<file path="src/rtl/uart_rx_fifo.sv">
// UART receiver with 16x oversampling, majority-vote bit decisions and a
// first-word fall-through receive FIFO carrying per-entry parity/framing flags.
module uart_rx_fifo #(
  parameter int CLK_DIV   = 54,
  parameter int DATA_BITS = 8,
  parameter int PARITY    = 0,
  parameter int STOP_BITS = 1,
  parameter int FIFO_AW   = 4
) (
  input  logic               clk,
  input  logic               rst_n,
  input  logic               rxd_i,
  output logic [7:0]         dout_o,
  output logic               perr_o,
  output logic               ferr_o,
  output logic               valid_o,
  input  logic               ready_i,
  output logic               ovr_o,
  input  logic               ovr_clr_i,
  output logic [FIFO_AW:0]   count_o
);

  localparam int TW    = (CLK_DIV > 1) ? $clog2(CLK_DIV) : 1;
  localparam int DEPTH = 1 << FIFO_AW;
  localparam int EW    = DATA_BITS + 2;

  typedef enum logic [2:0] {IDLE, START, DATA, PAR, STOP} state_t;

  state_t                 state;
  logic                   rx_meta, rxs, rxs_prev;
  logic [TW-1:0]          tick_cnt;
  logic                   tick;
  logic                   start_edge;
  logic [3:0]             sub_cnt;
  logic [2:0]             bit_idx;
  logic                   stop_idx;
  logic [1:0]             samp;
  logic [DATA_BITS-1:0]   shreg;
  logic                   perr_q, ferr_q;
  logic                   maj, par_err, push;
  logic [EW-1:0]          push_word;

  logic [EW-1:0]          mem [DEPTH];
  logic [FIFO_AW:0]       wptr, rptr, count;
  logic                   full, pop, wr_en;
  logic [EW-1:0]          head;

  // rxs_prev trails the synchronized line so IDLE can spot a 1->0 transition
  always_ff @(posedge clk or negedge rst_n) begin
    if (!rst_n) begin
      rx_meta  <= 1'b1;
      rxs      <= 1'b1;
      rxs_prev <= 1'b1;
    end else begin
      rx_meta  <= rxd_i;
      rxs      <= rx_meta;
      rxs_prev <= rxs;
    end
  end

  assign start_edge = (state == IDLE) && rxs_prev && !rxs;
  assign tick       = (tick_cnt == TW'(CLK_DIV - 1));

  always_ff @(posedge clk or negedge rst_n) begin
    if (!rst_n)
      tick_cnt <= '0;
    else if (start_edge || tick)
      tick_cnt <= '0;
    else
      tick_cnt <= tick_cnt + 1'b1;
  end

  always_comb begin
    maj = (samp[0] & samp[1]) | (samp[0] & rxs) | (samp[1] & rxs);
    if (PARITY == 1)
      par_err = ~(^shreg ^ maj);
    else
      par_err = ^shreg ^ maj;
    push      = tick && (state == STOP) && (sub_cnt == 4'd9) &&
                (stop_idx == 1'(STOP_BITS - 1));
    push_word = {ferr_q | ~maj, perr_q, shreg};
  end

  // The last stop bit pushes at its vote point and drops straight to IDLE
  always_ff @(posedge clk or negedge rst_n) begin
    if (!rst_n) begin
      state    <= IDLE;
      sub_cnt  <= '0;
      bit_idx  <= '0;
      stop_idx <= 1'b0;
      samp     <= 2'b11;
      shreg    <= '0;
      perr_q   <= 1'b0;
      ferr_q   <= 1'b0;
    end else if (state == IDLE) begin
      if (start_edge) begin
        state   <= START;
        sub_cnt <= '0;
        perr_q  <= 1'b0;
        ferr_q  <= 1'b0;
      end
    end else if (tick) begin
      sub_cnt <= sub_cnt + 1'b1;
      if (sub_cnt == 4'd7) samp[0] <= rxs;
      if (sub_cnt == 4'd8) samp[1] <= rxs;
      case (state)
        START: begin
          if (sub_cnt == 4'd9 && maj) begin
            state <= IDLE;
          end else if (sub_cnt == 4'd15) begin
            state   <= DATA;
            bit_idx <= '0;
          end
        end
        DATA: begin
          if (sub_cnt == 4'd9) begin
            shreg <= {maj, shreg[DATA_BITS-1:1]};
          end else if (sub_cnt == 4'd15) begin
            if (bit_idx == 3'(DATA_BITS - 1)) begin
              state    <= (PARITY != 0) ? PAR : STOP;
              stop_idx <= 1'b0;
            end else begin
              bit_idx <= bit_idx + 1'b1;
            end
          end
        end
        PAR: begin
          if (sub_cnt == 4'd9) begin
            perr_q <= par_err;
          end else if (sub_cnt == 4'd15) begin
            state    <= STOP;
            stop_idx <= 1'b0;
          end
        end
        STOP: begin
          if (sub_cnt == 4'd9) begin
            if (push) state <= IDLE;
            else      ferr_q <= ferr_q | ~maj;
          end else if (sub_cnt == 4'd15) begin
            stop_idx <= stop_idx + 1'b1;
          end
        end
        default: state <= IDLE;
      endcase
    end
  end

  // Full is the count MSB since occupancy never exceeds DEPTH
  assign count   = wptr - rptr;
  assign full    = count[FIFO_AW];
  assign valid_o = (count != '0);
  assign pop     = valid_o && ready_i;
  assign wr_en   = push && (!full || pop);
  assign count_o = count;
  assign head    = mem[rptr[FIFO_AW-1:0]];

  always_ff @(posedge clk) begin
    if (wr_en) mem[wptr[FIFO_AW-1:0]] <= push_word;
  end

  always_ff @(posedge clk or negedge rst_n) begin
    if (!rst_n) begin
      wptr  <= '0;
      rptr  <= '0;
      ovr_o <= 1'b0;
    end else begin
      if (wr_en) wptr <= wptr + 1'b1;
      if (pop)   rptr <= rptr + 1'b1;
      if (push && full && !pop)
        ovr_o <= 1'b1;
      else if (ovr_clr_i)
        ovr_o <= 1'b0;
    end
  end

  always_comb begin
    dout_o = '0;
    perr_o = 1'b0;
    ferr_o = 1'b0;
    if (valid_o) begin
      dout_o[DATA_BITS-1:0] = head[DATA_BITS-1:0];
      perr_o                = head[DATA_BITS];
      ferr_o                = head[DATA_BITS+1];
    end
  end

endmodule
</file>
<file path="config.mk">
export PLATFORM = sky130hd
export DESIGN_NAME = uart_rx_fifo
export DESIGN_NICKNAME = d
export VERILOG_FILES = /design/src/rtl/uart_rx_fifo.sv
export SDC_FILE = /design/constraint.sdc
export NUM_CORES = 1
export LEC_CHECK = 0
export CORE_UTILIZATION = 55
export CTS_BUF_LIST = sky130_fd_sc_hd__clkbuf_2
export DETAILED_ROUTE_END_ITERATION = 12
export PLACE_DENSITY = 0.75
export SLEW_MARGIN = 20
export SYNTH_ARGS = -nofsm -noshare
export SYNTH_HDL_FRONTEND = slang
export SYNTH_SLANG_ARGS = --single-unit
export TNS_END_PERCENT = 5
</file>
<file path="constraint.sdc">
create_clock -name clk -period 3.3 [get_ports clk]
set_input_delay 0.99 -clock clk [delete_from_list [all_inputs] [get_ports clk]]
set_output_delay 0.99 -clock clk [all_outputs]
set_load 0.005 [all_outputs]
</file>
# Word-level counts from Yosys, hierarchy flattened
# Memory sizes are Yosys's and may differ from the RTL's.
# Index checks and enable logic that the tools add are counted.
[word_totals]
register_bits = 43
ram_bits = 160
in_bits = 5
out_inout_bits = 17
word_cells = 146
mem_count = 1
[classes]
addsub = 7
n_eq_ne = 30
mux = 48
bitwise = 10
n_reduce_logical = 34
[memory_table]
columns = ["name", "words", "word_bits", "rd", "rd_clocked_by_memory_dff", "write_ports", "line_no", "source"]
rows = [
  ["mem", 16, 10, 1, 0, 1, "43", "logic [EW-1:0] mem [DEPTH];"],
]
[op_table]
columns = ["cell", "n"]
rows = [
  ["3-bit two-way mux", 17],
  ["1-bit two-way mux", 23],
  ["2-bit != test (second input constant)", 10],
  ["10-bit AND reduction", 2],
  ["3-bit != test (second input constant)", 5],
  ["4-bit equality test (second input constant)", 3],
  ["4-bit two-way mux", 3],
  ["3-bit case mux with 4 select lines", 1],
  ["2-bit nonzero test", 6],
  ["5-bit by 1-bit adder with 5-bit output (second input constant)", 2],
  ["1-bit logical AND", 10],
  ["8-bit two-way mux", 1],
  ["4-bit AND reduction", 2],
  ["8-bit AND reduction", 1],
  ["8-bit XOR reduction", 1],
  ["6-bit by 1-bit adder with 6-bit output (second input constant)", 1],
  ["3-bit by 2-bit equality test with 1-bit output (second input constant)", 2],
  ["3-bit equality test (second input constant)", 2],
  ["6-bit equality test (second input constant)", 1],
  ["6-bit two-way mux", 1],
  ["3-bit case mux with 2 select lines", 1],
  ["3-bit AND reduction", 2],
  ["5-bit AND reduction", 1],
  ["5-bit nonzero test", 1],
  ["other kinds (20)", 30],
]

# Longest topological paths before layout
[depth]
word_depth = 10
ltp_mapped = 10
depth_no_buf = 9

# Worst setup path after synthesis
# OpenSTA, ideal clock, no wires.
[synth_timing]
kind = "register to output"
from = "reg rptr[2]"
to = "out dout_o[0]"
t_arrival_ns = 2.605
required_time_ns = 2.310
slack_ns = -0.295
path_stages_with_launch = 11
path_buffers = 2
cell_sequence = "dfrtp_1 -> inv_1 -> clkbuf_1 -> ha_1 -> nand2b_1 -> a21oi_1 -> xor2_1 -> inv_2 -> nor3_1 -> clkbuf_1 -> nor2b_1"
[synth_via]
elab_chain_cells = 3
word_cells_on_any_way = 4
cone_classes = "1 x add/sub; 1 x mux; 1 x reduce/logical; 1 x memory"
[synth_lines]
columns = ["item", "line_no", "source"]
rows = [
  ["start, declared", "44", "logic [FIFO_AW:0] wptr, rptr, count;"],
  ["start signal, assigned", "168", "if (pop) rptr <= rptr + 1'b1;"],
  ["5-bit subtractor", "149", "assign count = wptr - rptr;"],
  ["net count_o[4]", "20", "output logic [FIFO_AW:0] count_o"],
  ["5-bit nonzero test", "151", "assign valid_o = (count != '0);"],
  ["8-bit two-way mux", "180", "if (valid_o) begin"],
  ["end, declared", "13", "output logic [7:0] dout_o,"],
]
# The timed path passes the listed nets, and every way through them passes these cells.

# Worst setup path after layout
[layout_timing]
from = "reg wptr[0]"
to = "out dout_o[6]"
[layout_via]
elab_chain_cells = 3
[layout_lines]
columns = ["item", "line_no", "source"]
rows = [
  ["start, declared", "44", ""],
  ["start signal, assigned", "167", "if (wr_en) wptr <= wptr + 1'b1;"],
  ["5-bit subtractor", "149", ""],
  ["5-bit nonzero test", "151", ""],
  ["8-bit two-way mux", "180", ""],
]
# No other way between the ends.

==> results.json <==
{
  "drc": 0,
  "initial_core_util_pct": 56.3,
  "grtUsageMet1_pct": 28.9,
  "clock-sinks": 203,
  "hold_path.class": "reg -> reg",
  "ys_types": 52,
  "crit_fanout": 4,
  "use_met2_pct": 38.2,
  "synthArstFlopShare_pct": 21.2,
  "overflow": 0,
  "viasPerCell": 5.62,
  "netlist_top_cells_count": "160 x edfxtp_1, 50 x mux4_2, 38 x dfrtp_1, 22 x nand2_1, 20 x inv_1",
  "finalHoldViolCount": 0,
  "final_util_pct": 65.1,
  "netlist_area_sq_um": 8560,
  "r2r_start": "wptr[0]",
  "postCtsHoldBufs": 0,
  "arrival_ns": 2.95,
  "slew_headroom_pct": 35.3,
  "yosysTopAreaCell": "edfxtp_1",
  "vias": 4579,
  "slew_viol_final": 0,
  "regArea_sq_um": 5890,
  "crit_path_end_kind": "output pin",
  "die_x_um": 127,
  "busiest_layer": "met2",
  "drv_cap": 0,
  "synth_edf_count": 160,
  "hp-start": "rx_meta",
  "ant_nets": 0,
  "cts_buffers": 50,
  "ys.flop_type": "edfxtp_1",
  "power_leakage_nw": 3.86,
  "crit_required_ns": 2.31,
  "multiInputGateArea_sq_um": 2590,
  "htree_levels": 2,
  "grt.total_usage_pct": 22.7,
  "status": "finished, violations left",
  "cts_buffer_depth": 3,
  "drtIter0Drc": 397,
  "max_freq_mhz": 254,
  "hpwl_mm": 10.8,
  "synth_most_common_cell": "edfxtp_1",
  "yosysSeqAreaShare_pct": 68.8,
  "max-vdd-ir-drop_uv": 368,
  "cellPowerDensity_nw_per_um2": 638,
  "violations": "negative setup slack",
  "grt_first_pass_wirelength_mm": 26.6,
  "synth.area.top_cells": "edfxtp_1 56%, mux4_2 13%, dfrtp_1 11%",
  "use_met3_pct": 5.69,
  "synth_warnings": 0,
  "first_global_vias": 4915,
  "critPathLaunchType": "flop",
  "fp.coreArea_sq_um": 15200,
  "syn_to_final_growth_pct": 15.5,
  "period_share_pct": 119,
  "layout.nets": 608,
  "rsz0062_at_grt": "true",
  "die_h_um": 127,
  "layout-drive-gt1-share_pct": 38.4,
  "syn-instance-count": 476,
  "antennaDiodeCount": 0,
  "routedWlPerCell_um": 20.9,
  "synth_fp_nets": 498,
  "finalSetupViolCount": 13,
  "finalClockSkew_ns": 0.0316,
  "rows": 45,
  "wl_mm": 17.0,
  "min_period_ns": 3.94,
  "die_area_sq_um": 16100,
  "io_pins": 22,
  "worst_pin_slew_ns": 0.970,
  "syn_area_per_cell_sq_um": 18.0,
  "tns_ns": -7.47,
  "placed_cell_area_sq_um": 9320,
  "clkTransAtPathRegs_ns": 0.09,
  "yosys.area.top_type_share_pct": 56.1,
  "worstSetupStartpoint": "wptr[0]",
  "gp_congestion": 0.817,
  "antenna_found_initial": 0,
  "fin_total_pwr_w": 0.00631,
  "cts_tree": "yes",
  "clock-root-buffer": "clkbuf_2",
  "final_area_sq_um": 9890,
  "clk_latency_ns": 0.77,
  "setup_ws_ns": -0.640,
  "n_fill_cell": 1067,
  "io_buffers": 21,
  "crit_type": "reg -> out",
  "synth-seq-cells": 203,
  "grt_max_degree": 44,
  "drt-pass1-iter-count": 4
}
==> path summary, 6_finish.rpt <==
check	cells after the start	slack (ns)	to
max	12	-0.64	dout_o[6]
min	0	0.36	rxs
max reg2reg	12	0.25	mem[3][6]
min reg2reg	0	0.36	rxs
max in group asynchronous	1	2.26	rptr[1]
min in group asynchronous	1	0.38	sub_cnt[1]
==> placed cells by master (no fill, tap or decap), types with 5 or more instances in the layout <==
master           count
xor2_1               6
nor2b_1              9
clkinv_1            11
buf_6               10
clkdlybuf4s50_1      6
nand3_1              7
buf_2               10
buf_4               43
mux4_2              50
and2_1               8
mux2_2              12
xnor2_1             15
ha_1                15
dfrtp_1             36
o21ai_0             11
dfstp_2              5
edfxtp_1           160
nand2_1             22
nor2_1              19
inv_1               18
clkbuf_2            83
==> logic make-up (layout without fill, tap and decap cells) <==
family          count (synthesis)  in the layout  synth area share [%]
flops                         203            203                  68.8
simple gates                   94             94                  5.95
mux                            63             63                  14.8
buf+inv                        39            190                  1.77
compound gates                 35             35                  3.38
xor+xnor                       24             24                  2.62
fa+ha+maj                      18             18                  2.69
==> flip-flops by register name, indices dropped and copies added (netlist names) <==
register and count:
sub_cnt 4, state 3, bit_idx 3, rptr 5
tick_cnt 6, mem 160, wptr 5, rxs 1
rx_meta 1, samp 2, stop_idx 1, perr_q 1
ferr_q 1, ovr_o 1, rxs_prev 1, shreg 8
==> critical path: stages, from the launching register on <==
cell      delay, ns
dfrtp_1        0.37
inv_2          0.06
ha_4           0.16
fa_2           0.37
nand2b_4       0.17
a21oi_4        0.16
xor2_2         0.17
inv_2          0.07
nor3_4         0.21
buf_6          0.17
buf_6          0.11
nor2b_2        0.04
buf_2          0.12
==> cell type report <==
type	instances	area share, %
sequential	203	59.5
clock buffer	80	4.05
inverter	21	0.797
tap	188	2.38
clock inverter	13	0.531
timing repair buffer	76	6.48
multi-input combinational	234	26.2
==> metal layers <==
layer | part of all wire [%] | wire, um
met3 | 7.5 | 1270
met5 | 0 | 0
met2 | 51 | 8750
met1 | 40 | 6750
met4 | 1.5 | 258
==> what timing repair did <==
action / 4_1_cts / 5_1_grt
gates cloned: 1 / 0
resized for setup: 64 / 7
endpoints found under the hold margin: 0 / 0
buffers inserted: 7 / 4
endpoints found under the setup margin: 15 / 14
pin swaps: 6 / 4
==> per-stage QoR <==
stage / setup slack, ns / std cells / hold slack, ns
6_report: -0.640 / 815 / 0.360
5_1_grt: -0.795 / 815 / 0.367
4_1_cts: -0.790 / 812 / 0.352
3_5_place_dp: -0.294 / 711 / 0.348
3_3_place_gp: -0.171 / 711 / 0.347
2_1_floorplan: 0.0185 / 476 / 0.345
==> report_power, final <==
| part | total, W | internal (W) | switching (W) |
|---|---|---|---|
| Clock | 0.00159 | 0.000637 | 0.000953 |
| Sequential | 0.00288 | 0.00281 | 0.0000791 |
| Combinational | 0.00183 | 0.000970 | 0.000864 |
| Total | 0.00631 | 0.00441 | 0.00190 |
No activity file was read; power rests on OpenSTA's default activity.
